**src/rtl/sum_shift_accumulator.sv**
```systemverilog
// sum_shift_accumulator
// Absorbs a stream of 5-bit adder results. Each result is left-shifted by its
// own amount and added into a wide accumulator. When the beat flagged `last`
// has been absorbed, the frame total is offered on a valid/ready output.
//
// state    | meaning
// ---------+------------------------------------------------------------
// ST_ACCUM | accepting beats, accumulator shows the running frame total
// ST_DONE  | frame complete, result held until the downstream takes it
module sum_shift_accumulator #(
    parameter int ACC_W = 16,
    parameter int SH_W  = 4,
    parameter int CNT_W = 4
) (
    input  logic             clk,
    input  logic             rst_n,
    input  logic             in_valid,
    output logic             in_ready,
    input  logic [4:0]       in_sum,
    input  logic [SH_W-1:0]  in_shamt,
    input  logic             in_last,
    output logic             out_valid,
    input  logic             out_ready,
    output logic [ACC_W-1:0] out_acc,
    output logic             out_ovf,
    output logic [CNT_W-1:0] out_count
);

    // Wide enough that the largest shift never drops a set bit of in_sum,
    // so any bit pushed past the accumulator is seen by the overflow check.
    localparam int EXT_W = ACC_W + (1 << SH_W);

    typedef enum logic [0:0] {
        ST_ACCUM = 1'b0,
        ST_DONE  = 1'b1
    } state_t;

    state_t r_state;
    state_t w_state_next;

    logic [ACC_W-1:0] r_acc;
    logic             r_ovf;
    logic [CNT_W-1:0] r_count;

    logic [EXT_W-1:0] w_ext;
    logic [EXT_W-1:0] w_shifted;
    logic [ACC_W-1:0] w_addend;
    logic             w_shift_ovf;
    logic [ACC_W:0]   w_sum;
    logic             w_beat;
    logic             w_out_fire;
    logic             w_count_max;

    // Shift the zero-extended input; anything above the accumulator is overflow.
    // A shift of ACC_W or more lands every input bit in the upper field, which
    // gives a zero addend and flags overflow exactly when in_sum is nonzero.
    always_comb begin
        w_ext       = {{(EXT_W-5){1'b0}}, in_sum};
        w_shifted   = w_ext << in_shamt;
        w_addend    = w_shifted[ACC_W-1:0];
        w_shift_ovf = |w_shifted[EXT_W-1:ACC_W];
        w_sum       = {1'b0, r_acc} + {1'b0, w_addend};
        w_count_max = &r_count;
        w_beat      = in_valid & in_ready;
        w_out_fire  = out_valid & out_ready;
    end

    // State register.
    always_ff @(posedge clk) begin
        if (!rst_n) begin
            r_state <= ST_ACCUM;
        end else begin
            r_state <= w_state_next;
        end
    end

    // Next-state decode.
    always_comb begin
        w_state_next = r_state;
        case (r_state)
            ST_ACCUM: if (w_beat && in_last) w_state_next = ST_DONE;
            ST_DONE:  if (w_out_fire)        w_state_next = ST_ACCUM;
            default:  w_state_next = ST_ACCUM;
        endcase
    end

    // Handshake outputs come from state only; in_ready is also held low in reset.
    always_comb begin
        in_ready  = 1'b0;
        out_valid = 1'b0;
        case (r_state)
            ST_ACCUM: in_ready  = rst_n;
            ST_DONE:  out_valid = 1'b1;
            default: begin
                in_ready  = 1'b0;
                out_valid = 1'b0;
            end
        endcase
    end

    // Accumulator, sticky overflow and saturating beat count.
    always_ff @(posedge clk) begin
        if (!rst_n) begin
            r_acc   <= '0;
            r_ovf   <= 1'b0;
            r_count <= '0;
        end else if (w_beat) begin
            r_acc <= w_sum[ACC_W-1:0];
            r_ovf <= r_ovf | w_shift_ovf | w_sum[ACC_W];
            if (!w_count_max) begin
                r_count <= r_count + {{(CNT_W-1){1'b0}}, 1'b1};
            end
        end else if (w_out_fire) begin
            r_acc   <= '0;
            r_ovf   <= 1'b0;
            r_count <= '0;
        end
    end

    assign out_acc   = r_acc;
    assign out_ovf   = r_ovf;
    assign out_count = r_count;

endmodule

```
**config.mk**
```make
export PLATFORM = sky130hd
export DESIGN_NAME = sum_shift_accumulator
export DESIGN_NICKNAME = d
export VERILOG_FILES = /design/src/rtl/sum_shift_accumulator.sv
export SDC_FILE = /design/constraint.sdc
export NUM_CORES = 1
export LEC_CHECK = 0
export CAP_MARGIN = 15
export CELL_PAD_IN_SITES_DETAIL_PLACEMENT = 2
export CELL_PAD_IN_SITES_GLOBAL_PLACEMENT = 2
export CORE_ASPECT_RATIO = 0.6
export CORE_UTILIZATION = 27
export CTS_CLUSTER_DIAMETER = 120
export DETAILED_ROUTE_END_ITERATION = 7
export PLACE_DENSITY = 0.76
export SLEW_MARGIN = 20
export SYNTH_ARGS = -nofsm -noshare
export SYNTH_HDL_FRONTEND = slang
export SYNTH_SLANG_ARGS = --single-unit
export TNS_END_PERCENT = 100
```
**constraint.sdc**
```tcl
create_clock -name clk -period 2.65 [get_ports clk]
set_input_delay 0.265 -clock clk [delete_from_list [all_inputs] [get_ports clk]]
set_output_delay 0.265 -clock clk [all_outputs]
set_load 0.01 [all_outputs]
```
==> flow_summary.yaml, run 1 <==
floorplanning:
  die_w_um: 111.2
  fp.dieH_um: 67.50
  fp.coreArea_um2: 6792
  io_pins: 37
  die-area_um2: 7504
  initial_utilization_pct: 28.43
  row_count: 23
setup_path:
  cp.required_ns: 2.80
  crit_slowest_cell: "ha_1"
  cpPeakStageDelay_ns: 0.38
  crit_buf_inv: 3
  cp.arrival_ns: 2.83
  start_kind: "input pin"
  cp-end-kind: "flop"
  worst-path-max-fanout: 5
  cp_cell_sequence: "dlygate4sd2_1 -> mux2_2 -> nand2_1 -> o21ai_1 -> buf_4 -> nand2_1 -> o22ai_2 -> ha_1 -> a21oi_1 -> nand2_1 -> buf_4 -> o41ai_2 -> xor2_1 -> o21ai_1"
  r2r_setup_slack_ns: 0.43
  path_delay_family: "compound AO/OA/AOI/OAI gates"
  crit_type: "in -> reg"
  crit_path_frequent_cell: "nand2_1"
final_layout:
  num_antenna_cells: 0
  drive_gt1_share_pct: 37.85
  post-route-util_pct: 48.08
  final_cell_count_no_fill: 441
  final_common_cell: "buf_4"
  syn2layout_area_growth_pct: 69.15
  final_cell_mix: "74 x buf_4, 32 x nand2_1, 27 x clkdlybuf4s50_1"
  nets: 387
synthesis:
  synth_ff_type: "dfxtp_1"
  synth_fp_nets: 281
  ys_seq_area_share_pct: 22.81
  synthArstFlopShare_pct: 0
  synth.avg_cell_area_um2: 7.753
  netlist_area_um2: 1931
  yosysUniqueCellTypes: 47
  synth_edf_count: 0
  syn_inst: 249
  yosys_warnings: 0
  synth_seq_cells: 22
sta:
  skew_ns: 0.004924
  setup_violations: 1
  fin_crit_ns: 2.680
  fmax_mhz: 373.2
  maxSlewViolCount: 0
  relSlewSlack_pct: 57.32
  setup_tns_ns: -0.02980
  hold_viol: 0
  min_period_over_period_pct: 101.1
  tightest_slew_ns: 0.6378
  fin_ws_ns: -0.02980
drt:
  drt_wl_total_um: 9624
  vias_per_cell: 5.370
  drt_first_pass_iters: 8
  routedWlPerCell_um: 21.82
  drtAntennaViolNets: 0
  drc_errors: 5
  dr_total_vias: 2368
  drt_iter0_markers: 84
power_and_ir_drop:
  pwr_density_cell_nw_per_um2: 388.7
  p_leak_nw: 1.360
  peakVddDrop_mv: 0.2454
global_route:
  grt_overflow_total: 0
  track_usage_pct: 24.22
  antenna_found_initial: 0
  grt_max_degree: 16
  grt_pass1_wl_um: 13810
  grt_pass1_vias: 2585
clock_network:
  cts_buffer_depth: 2
  cts_tree: "built"
  cts_root_buf: "clkbuf_16"
  cts.sinks: 22
  insertion_delay_ns: 0.26
  clkSlewWorstSetupHoldPaths_ns: 0.06
  hold_buffers: 0
  numCtsBuffers: 3
  htreeDepth: 1
outcome:
  status: "complete, but fails checks"
  violations: "design-rule violations, negative setup slack"
hold_path:
  hold_class: "reg -> reg"
placed_design:
  place_inst: 426
  gp_congestion: 0.8716
  portBuffers: 36
  hpwl_um: 6300
flow_run:
  drv_cap: 0
## worst min-delay path, delay by kind of cell, from the launching register on
kind / cells / cell delay [ns]
flip-flops: 1 / 0.33
AO/OA/AOI/OAI: 1 / 0.05
AND/OR/NAND/NOR: 1 / 0.06
## synthesized netlist by cell type (5+ instances only)
master    instances  area, um^2
and2_1           10       62.56
mux2i_1           6       60.06
nand2_1          35       131.4
ha_1             17       212.7
a21oi_1          13       65.06
nand3_1          12       60.06
nor3_1            7       35.03
nor2b_1           8       50.05
o21ai_1           7       35.03
o21ai_0          18       90.09
dfxtp_1          22       440.4
xor2_1            5       43.79
xnor2_1           7       61.31
a211oi_1          6       45.04
nor2_1           14       52.55
clkbuf_1          7       26.28
## cells by family (layout without fill, tap and decap cells)
| family | after synthesis | after routing | synth area share (%) |
|---|---|---|---|
| AND/OR/NAND/NOR | 99 | 99 | 24.89 |
| AO/OA/AOI/OAI | 73 | 73 | 25.34 |
| flip-flops | 22 | 22 | 22.81 |
| adder cells (fa/ha/maj) | 18 | 18 | 12.05 |
| buffers and inverters | 15 | 120 | 4.018 |
| XOR/XNOR | 12 | 12 | 5.444 |
| multiplexers | 10 | 10 | 5.444 |
## registers in the layout, indices dropped and copies added (netlist names)
signal and flops:
out_acc 16, out_count 4, out_ovf 1, r_state 1
## worst paths after layout
check / to / start / cells after the start
max reg2reg: out_ovf / out_acc[0] / 9
min reg2reg: out_acc[10] / out_acc[10] / 2
max: out_acc[12] / in_sum[2] / 14
min: out_acc[10] / out_acc[10] / 2
## routing by layer
metal	global-route usage [%]	routed length (um)	vias up	share of wire (%)
met3	4.488	377	21	3.9
met1	30.54	4410	1183	46
met4	4.899	229	0	2.4
met5	0	0	-	0
li1	-	-	1118	-
met2	43.98	4608	46	48
## layout make-up
cell class                 instances  area [um^2]
multi-input combinational        212         1689
timing repair buffer             112        923.4
tap                               87        108.9
clock buffer                       4        88.84
sequential                        22        440.4
fill                             777         3526
inverter                           4        15.01
## power by group
group / switching (mW) / internal (mW) / total [mW]
registers: 0.0236 / 0.351 / 0.375
clock network: 0.141 / 0.231 / 0.372
logic: 0.259 / 0.264 / 0.523
## stage by stage
step | hold slack (ns) | worst slack [ns] | power (mW) | area (um^2)
after floorplan | 0.3978 | -0.007759 | 0.5788 | 1947
after global placement | 0.4641 | -0.6102 | 0.7897 | 2841
after detailed placement | 0.4775 | -0.7963 | 0.8077 | 2841
after CTS | 0.4864 | 0.01798 | 1.222 | 3112
after global routing | 0.5202 | -0.1190 | 1.324 | 3266
final | 0.4880 | -0.02980 | 1.269 | 3266
## repair_timing
| action | CTS | global route |
|---|---|---|
| endpoints found under the setup margin | 14 | 8 |
| hold endpoints to repair | 0 | 0 |
| cloned | 1 | 0 |
| pin swaps | 20 | 17 |
| resized for setup | 44 | 33 |
| buffers inserted | 8 | 2 |
(Power assumes the default switching activity.)
==> run 2, diff against run 1 <==
--- a/config.mk
+++ b/config.mk
@@ -13,6 +13,7 @@
 export CTS_CLUSTER_DIAMETER = 120
 export DETAILED_ROUTE_END_ITERATION = 7
 export PLACE_DENSITY = 0.76
+export REMOVE_ABC_BUFFERS = 1
 export SLEW_MARGIN = 20
 export SYNTH_ARGS = -nofsm -noshare
 export SYNTH_HDL_FRONTEND = slang
==> flow_summary.yaml, run 2 (same netlist as run 1, synthesis figures left out) <==
outcome:
  status: "complete, but fails checks"
  violations: "design-rule violations, negative setup slack"
clock_network:
  insertion_delay_ns: 0.27
  numCtsBuffers: 3
  clkSlewWorstSetupHoldPaths_ns: 0.07
  cts_root_buf: "clkbuf_16"
  htreeDepth: 1
  cts.sinks: 22
  cts_tree: "built"
  cts_buffer_depth: 2
placed_design:
  hpwl_um: 6547
  pre_cts_ws_ns: -0.9484
  portBuffers: 36
  gp_congestion: 0.8392
  place_inst: 421
global_route:
  grt_pass1_wl_um: 15770
  track_usage_pct: 28.75
  grt_pass1_vias: 2699
  grt_max_degree: 15
  antenna_found_initial: 0
  grt_overflow_total: 0
drt:
  drt_first_pass_iters: 6
  drt_wl_total_um: 12480
  routedWlPerCell_um: 28.43
  drc_errors: 8
  drt_iter0_markers: 173
  drtAntennaViolNets: 0
  vias_per_cell: 5.806
  dr_total_vias: 2549
power_and_ir_drop:
  pwr_density_cell_nw_per_um2: 403.7
  p_leak_nw: 1.394
  peakVddDrop_mv: 0.2135
hold_path:
  hold_class: "reg -> reg"
final_layout:
  final_common_cell: "buf_4"
  syn2layout_area_growth_pct: 74.85
  nets: 385
  num_antenna_cells: 0
  final_cell_count_no_fill: 439
  post-route-util_pct: 49.71
  final_cell_mix: "68 x buf_4, 27 x nand2_1, 27 x clkdlybuf4s50_1"
  largest_reg_flops: 16
  drive_gt1_share_pct: 41.76
floorplanning:
  fp.dieH_um: 67.50
  die_w_um: 111.2
  io_pins: 37
  fp.coreArea_um2: 6792
  row_count: 23
  die-area_um2: 7504
  initial_utilization_pct: 28.43
sta:
  fmax_mhz: 353.1
  setup_violations: 6
  hold_slack_ns: 0.5155
  hold_viol: 0
  fin_crit_ns: 2.832
  maxSlewViolCount: 0
  relSlewSlack_pct: 66.00
  tightest_slew_ns: 0.5036
  min_period_over_period_pct: 106.9
  skew_ns: 0.006066
  rsz0062_at_grt: "yes"
  fin_ws_ns: -0.1823
setup_path:
  cp.required_ns: 2.84
  crit_type: "in -> reg"
  worst-path-max-fanout: 8
  path_delay_family: "compound AO/OA/AOI/OAI gates"
  crit_slowest_cell: "ha_2"
  start_kind: "input pin"
  cp-end-kind: "flop"
  cp_cell_sequence: "clkdlybuf4s18_2 -> buf_6 -> nand2b_1 -> buf_4 -> o22ai_1 -> ha_2 -> o21ai_0 -> nand2b_1 -> a21o_1 -> a211oi_1 -> a211oi_1 -> o21ai_1"
  cpPeakStageDelay_ns: 0.40
  cp.arrival_ns: 3.02
  crit_buf_inv: 3
flow_run:
  drv_cap: 0
[run 2: cell types whose count changed in the layout (fill, tap and decap cells not counted), sizes merged]
cell | before | now
clkdlybuf4s15 | 1 | 3
clkbuf | 7 | 6
dlymetal6s2s | 1 | 0
clkdlybuf4s18 | 0 | 1
dlygate4sd2 | 4 | 1
[run 2: path summary, 6_finish.rpt]
path	from	end	slack [ns]	depth (start not counted)
setup / recovery	in_shamt[2]	out_acc[14]	-0.18	12
setup reg to reg	out_acc[0]	out_acc[8]	0.31	11
hold / removal	out_acc[11]	out_acc[11]	0.52	2
hold reg to reg	out_acc[11]	out_acc[11]	0.52	2
[run 2: where the power goes]
part / internal (mW) / switching [mW] / total, mW
clock network: 0.232 / 0.159 / 0.391
logic: 0.278 / 0.314 / 0.592
registers: 0.351 / 0.0288 / 0.380
[run 2: per-layer routing]
layer | GRT usage [%] | vias to the layer above | routed length [um]
met1 | 34.26 | 1279 | 5377
met3 | 7.271 | 38 | 804
met5 | 0 | - | 0
met2 | 51.41 | 121 | 5841
li1 | - | 1111 | -
met4 | 10.14 | 0 | 458
[run 2: tightest hold or removal path: stages, from the launching register on]
cell	delay [ns]
dfxtp_1	0.34
nand2_1	0.07
o21ai_1	0.06
[run 2: metrics by stage]
| step | instance area [um^2] | setup TNS [ns] | power, mW |
|---|---|---|---|
| CTS | 3164 | 0 | 1.255 |
| detailed placement | 2788 | -10.71 | 0.8068 |
| floorplan | 1868 | 0 | 0.5565 |
| global route | 3376 | -0.9156 | 1.396 |
| global placement | 2788 | -7.698 | 0.7787 |
| finish | 3376 | -0.5831 | 1.363 |
[run 2: final cells by class]
type	instances	area [um^2]
repair buffers	110	923.4
multi-input cells	212	1799
well taps	87	108.9
clock buffers	4	88.84
fillers	732	3416
inverters	4	15.01
flip-flops and latches	22	440.4
[run 2: timing repair]
| item | 4_1_cts | 5_1_grt |
|---|---|---|
| gates cloned | 0 | 0 |
| pin swaps | 23 | 24 |
| setup endpoints to repair | 14 | 11 |
| resized for setup | 67 | 49 |
| setup buffers | 10 | 4 |
| hold buffers | 0 | 0 |
